===== config.mk =====
export PLATFORM = sky130hd
export DESIGN_NAME = sound_out_filter
export DESIGN_NICKNAME = d
export VERILOG_FILES = /design/src/rtl/sound_out_filter.sv
export SDC_FILE = /design/constraint.sdc
export NUM_CORES = 1
export LEC_CHECK = 0
export ABC_AREA = 1
export ABC_CLOCK_PERIOD_IN_PS = 4140
export CAP_MARGIN = 0
export CORE_MARGIN = 5
export CORE_UTILIZATION = 55
export DETAILED_ROUTE_END_ITERATION = 16
export PLACE_DENSITY_LB_ADDON = 0.1
export SLEW_MARGIN = 20
export SYNTH_ARGS = -nofsm -noshare
export SYNTH_HDL_FRONTEND = slang
export SYNTH_SLANG_ARGS = --single-unit
export TNS_END_PERCENT = 50

===== constraint.sdc =====
create_clock -name MCLK -period 4.14 [get_ports MCLK]
set_clock_uncertainty 0.1 [all_clocks]
set_input_delay 1.035 -clock MCLK [delete_from_list [all_inputs] [get_ports MCLK]]
set_output_delay 1.035 -clock MCLK [all_outputs]
set_load 0.05 [all_outputs]

===== src/rtl/sound_out_filter.sv =====
// sound_out_filter
//
// Audio post-processing between the game core's 8-bit unsigned sound byte
// and the 16-bit platform audio output. The sound byte is decimated to one
// sample every CLKDIV master clocks, passed through a first-order IIR
// low-pass (alpha = 2^-SHIFT) and presented as a registered 16-bit sample
// together with a one-cycle strobe.
//
// Optional feature, macro SOUND_DCBLOCK_EN:
//   When defined, a DC-blocking stage subtracts a slow running mean from the
//   filtered sample, making SOUT signed and zero-centred. This adds one cycle
//   of latency and drives SSGN high.
//
// Parameters:
//   CLKDIV  MCLK cycles per output sample (1..65535)
//   SHIFT   low-pass coefficient exponent, alpha = 2^-SHIFT (1..8)
//
// Ports:
//   MCLK   in   1   master clock, all logic on its rising edge
//   RESET  in   1   synchronous active-high reset
//   SIN    in   8   unsigned sound byte from the game core
//   SOUT   out  16  filtered sample (unsigned, or two's complement with DC block)
//   SSGN   out  1   constant signedness flag for SOUT
//   SCE    out  1   one-cycle pulse on the cycle SOUT takes a new value

module sound_out_filter #(
    parameter int CLKDIV = 1000,
    parameter int SHIFT  = 3
) (
    input  logic        MCLK,
    input  logic        RESET,
    input  logic [7:0]  SIN,
    output logic [15:0] SOUT,
    output logic        SSGN,
    output logic        SCE
);

    localparam logic [15:0] DIV_LAST = 16'(CLKDIV - 1);

    logic [15:0]        div;
    logic               tick;
    logic [15:0]        x;
    logic               x_valid;
    logic [15:0]        y;
    logic               y_valid;
    logic signed [16:0] diff;
    logic               out_valid;
    logic [15:0]        out_data;

    assign tick = (div == DIV_LAST);

    // Sample-rate divider; wraps after the tick cycle so the tick repeats
    // every CLKDIV cycles (every cycle when CLKDIV is 1).
    always_ff @(posedge MCLK) begin
        if (RESET) begin
            div <= '0;
        end else if (tick) begin
            div <= '0;
        end else begin
            div <= div + 16'd1;
        end
    end

    // Stage 0: capture the sound byte as a 16-bit value on the tick only.
    always_ff @(posedge MCLK) begin
        if (RESET) begin
            x       <= '0;
            x_valid <= 1'b0;
        end else begin
            x_valid <= tick;
            if (tick) begin
                x <= {SIN, 8'h00};
            end
        end
    end

    // Stage 1: y += (x - y) >>> SHIFT. The arithmetic shift floors, so a
    // falling input lands on x exactly while a rising one stops just short.
    // y never leaves [0, 0xFF00], so the truncation back to 16 bits is exact.
    assign diff = signed'({1'b0, x}) - signed'({1'b0, y});

    always_ff @(posedge MCLK) begin
        if (RESET) begin
            y       <= '0;
            y_valid <= 1'b0;
        end else begin
            y_valid <= x_valid;
            if (x_valid) begin
                y <= y + 16'(diff >>> SHIFT);
            end
        end
    end

`ifdef SOUND_DCBLOCK_EN

    logic [23:0]        m;
    logic signed [24:0] m_err;
    logic signed [16:0] e_raw;
    logic [15:0]        e_sat;
    logic [15:0]        dc;
    logic               dc_valid;

    // m tracks the mean of y with 8 fraction bits and a 2^-10 coefficient.
    // The output uses the mean from before this update.
    assign m_err = signed'({1'b0, y, 8'h00}) - signed'({1'b0, m});
    assign e_raw = signed'({1'b0, y}) - signed'({1'b0, m[23:8]});

    // Clamp the 17-bit difference into the signed 16-bit output range.
    always_comb begin
        e_sat = e_raw[15:0];
        if (e_raw > 17'sd32767) begin
            e_sat = 16'h7FFF;
        end else if (e_raw < -17'sd32768) begin
            e_sat = 16'h8000;
        end
    end

    // DC-blocking stage, running on the cycle after each y update.
    always_ff @(posedge MCLK) begin
        if (RESET) begin
            m        <= '0;
            dc       <= '0;
            dc_valid <= 1'b0;
        end else begin
            dc_valid <= y_valid;
            if (y_valid) begin
                m  <= m + 24'(m_err >>> 10);
                dc <= e_sat;
            end
        end
    end

    assign out_valid = dc_valid;
    assign out_data  = dc;
    assign SSGN      = 1'b1;

`else

    assign out_valid = y_valid;
    assign out_data  = y;
    assign SSGN      = 1'b0;

`endif

    // Output register: SOUT holds between strobes, SCE pulses once per sample.
    always_ff @(posedge MCLK) begin
        if (RESET) begin
            SOUT <= '0;
            SCE  <= 1'b0;
        end else begin
            SCE <= out_valid;
            if (out_valid) begin
                SOUT <= out_data;
            end
        end
    end

endmodule


==> impl_metrics.tcl <==
set metrics [dict create \
    status "finished clean" \
    cts_inserted_buffers 9 \
    clockRootBuffer "clkbuf_8" \
    instances_no_fill 590 \
    worst-path-stages 18 \
    layout.nets 544 \
    synth_edf_count 0 \
    post_cts_buffers 0 \
    synth_compound_area_frac 0.1971 \
    path_common_cell "nand2_1" \
    crit_path_end_kind "flip-flop" \
    synthSimpleGateAreaFrac 0.2480 \
    clock-sinks 59 \
    place_congestion 0.9264 \
    min_period_ps 3153 \
    clk_latency_ps 340 \
    final.period_utilization 0.7616 \
    place_inst 574 \
    hold_viol 0 \
    cts_buffer_depth 2 \
    drtIter0Drc 196 \
    synthFlopType "dfxtp_1" \
    cpPeakStageDelay_ps 360 \
    seq_area_frac_synth 0.3364 \
    crit_path_max_fanout 6 \
    path_clk_slew_ps 70 \
    setup_viol 0 \
    layout-drive-gt1-share 0.07602 \
    io_pins 28 \
    hold_depth 1 \
    nFillCells 568 \
    die_x_um 89.90 \
    port_buffers 26 \
    ir_drop_mv 0.2722 \
    synth.cell_area_um2 3511 \
    area_delta_synth_final_pct 14.75 \
    r2r_cells 18 \
    hp-class "reg2reg" \
    async_flop_share 0 \
    rows 29 \
    synth_top_family_by_area "simple AND/OR/NAND/NOR gates" \
    synth_cell_type_count 39 \
    muxShareOfSynthArea 0 \
    synthAdderAreaFrac 0.09266 \
    grt_pass1_wl_um 13890 \
    ant_nets 0 \
    p_leak_nw 1.888 \
    cts_tree "done" \
    setup_tns_ps 0 \
    antenna_found_initial 0 \
    dieArea_um2 8081 \
    whs_ps 379.5 \
    start_util 0.5593 \
    grtUsageTotal 0.2064 \
    drt_first_pass_iters 4 \
    grt_pass1_vias 3020 \
    r2r_slack_ps 990 \
    drv_cap 0 \
    grt.met3_usage 0.04841 \
    final_common_cell "nand2_1" \
    htreeDepth 3 \
    critPathArrivalTime_ps 3300 \
    use_met1 0.2783 \
    yosysWarnings 0 \
    drv_slew 0 \
    power_density_nw_per_um2 290.9 \
    synth.top_cell.area_share 0.3364 \
    crit_chain "inv_1 -> ha_1 -> nand2_1 -> nor2_1 -> a221oi_1 -> nand2_1 -> nand2_1 -> nand2_1 -> xor2_1 -> ha_1 -> a21o_1 -> a21o_1 -> a21oi_1 -> nand2_1 -> a21oi_1 -> o21ai_1 -> nand2_1 -> inv_1" \
    rsz0062_at_grt "false" \
    synth_largest_area_cell "dfxtp_1" \
    die_h_um 89.90 \
    grt.busiest_layer "met2" \
    cts.repair.resized 0 \
    cts_hold_buf 0 \
    ys_ff_latch 59 \
    start_kind "flip-flop" \
    synth.avg_cell_area_um2 7.299 \
    syn_nets 517 \
    slew_headroom 0.3882 \
    diodes 0 \
    via_per_inst 5.442 \
    required_ps 4290 \
    core_area_um2 6277 \
    grt_max_degree 31 \
    dp_hpwl_um 6236 \
    max_clock_freq_mhz 317.1 \
    path_delay_family "compound AO/OA/AOI/OAI gates" \
    overflow 0 \
    wirelength_um 8161 \
    final_cell_mix "nand2_1, dfxtp_1, inv_1, a21oi_1, nor2_1" \
    tightest_slew_ps 914.4 \
    path_class "reg2reg" \
    pre_cts_ws_ps 1015 \
    drcViolationCount 0 \
    netlist_instances 481 \
    cp_slowest_cell "dfxtp_1" \
    setup_ws_ps 986.9 \
    routedWlPerCell_um 13.83 \
    use_met2 0.3171 \
    vias 3211 \
    path_buf_inv 2 \
    synth_xor_area_frac 0.04241 \
    synthTopCellsByArea "dfxtp_1, ha_1, a21oi_1" \
]
## cell usage after synthesis (all sizes together) (3+ instances only)
master  number
buf          3
a31oi        3
a21oi       53
ha          26
dfxtp       59
xor2        12
nand4        9
nand3       27
xnor2        5
a22o         8
nor2        60
nor4         3
nor3         8
clkbuf       8
o21a         4
inv         61
nand2       73
a21o         6
o21ai       43
## kinds of logic (layout without fill, tap and decap cells)
group | count (synthesis) | after routing
flops | 59 | 59
fa+ha+maj | 26 | 26
simple gates | 182 | 182
compound gates | 123 | 123
buf+inv | 73 | 105
other cells | 1 | 1
xor+xnor | 17 | 17
## stage by stage
step | total power, mW | instance area, um2 | util
floorplan | 0.6017 | 3511 | -
global placement | 0.6120 | 3819 | 0.6083
detailed placement | 0.6127 | 3819 | 0.6083
CTS | 1.182 | 4029 | 0.6418
global route | 1.221 | 4029 | 0.6418
finish | 1.172 | 4029 | 0.6418
## registers in the layout, summed over array words and instances (netlist names)
name,cells
x,8
out_valid,1
x_valid,1
out_data,16
SOUT,16
div,16
SCE,1
## cell type report
type / count / area (um2) / area share
sequential: 59 / 1181 / 0.2932
timing repair buffer: 27 / 267.8 / 0.06646
clock inverter: 4 / 75.07 / 0.01863
inverter: 62 / 232.7 / 0.05776
multi-input combinational: 349 / 2041 / 0.5065
clock buffer: 12 / 135.1 / 0.03354
tap: 77 / 96.34 / 0.02391
## layer usage
| metal | wire length [um] | vias to the layer above |
|---|---|---|
| met1 | 3937 | 1467 |
| met2 | 3696 | 59 |
| li1 | - | 1669 |
| met3 | 360 | 16 |
| met4 | 167 | 0 |
| met5 | 0 | - |
## path summary, 6_finish.rpt
path,from,to
setup / recovery,out_data[10],out_data[14]
setup reg to reg,out_data[10],out_data[14]
hold reg to reg,div[0],div[0]
hold / removal,div[0],div[0]
## power breakdown
group,total [mW],switching [mW],internal [mW]
clock,0.572,0.233,0.340
sequential,0.573,0.00276,0.570
combinational,0.0269,0.0151,0.0118
total,1.17,0.251,0.921
Note: power is estimated with default switching activity, not from simulation.
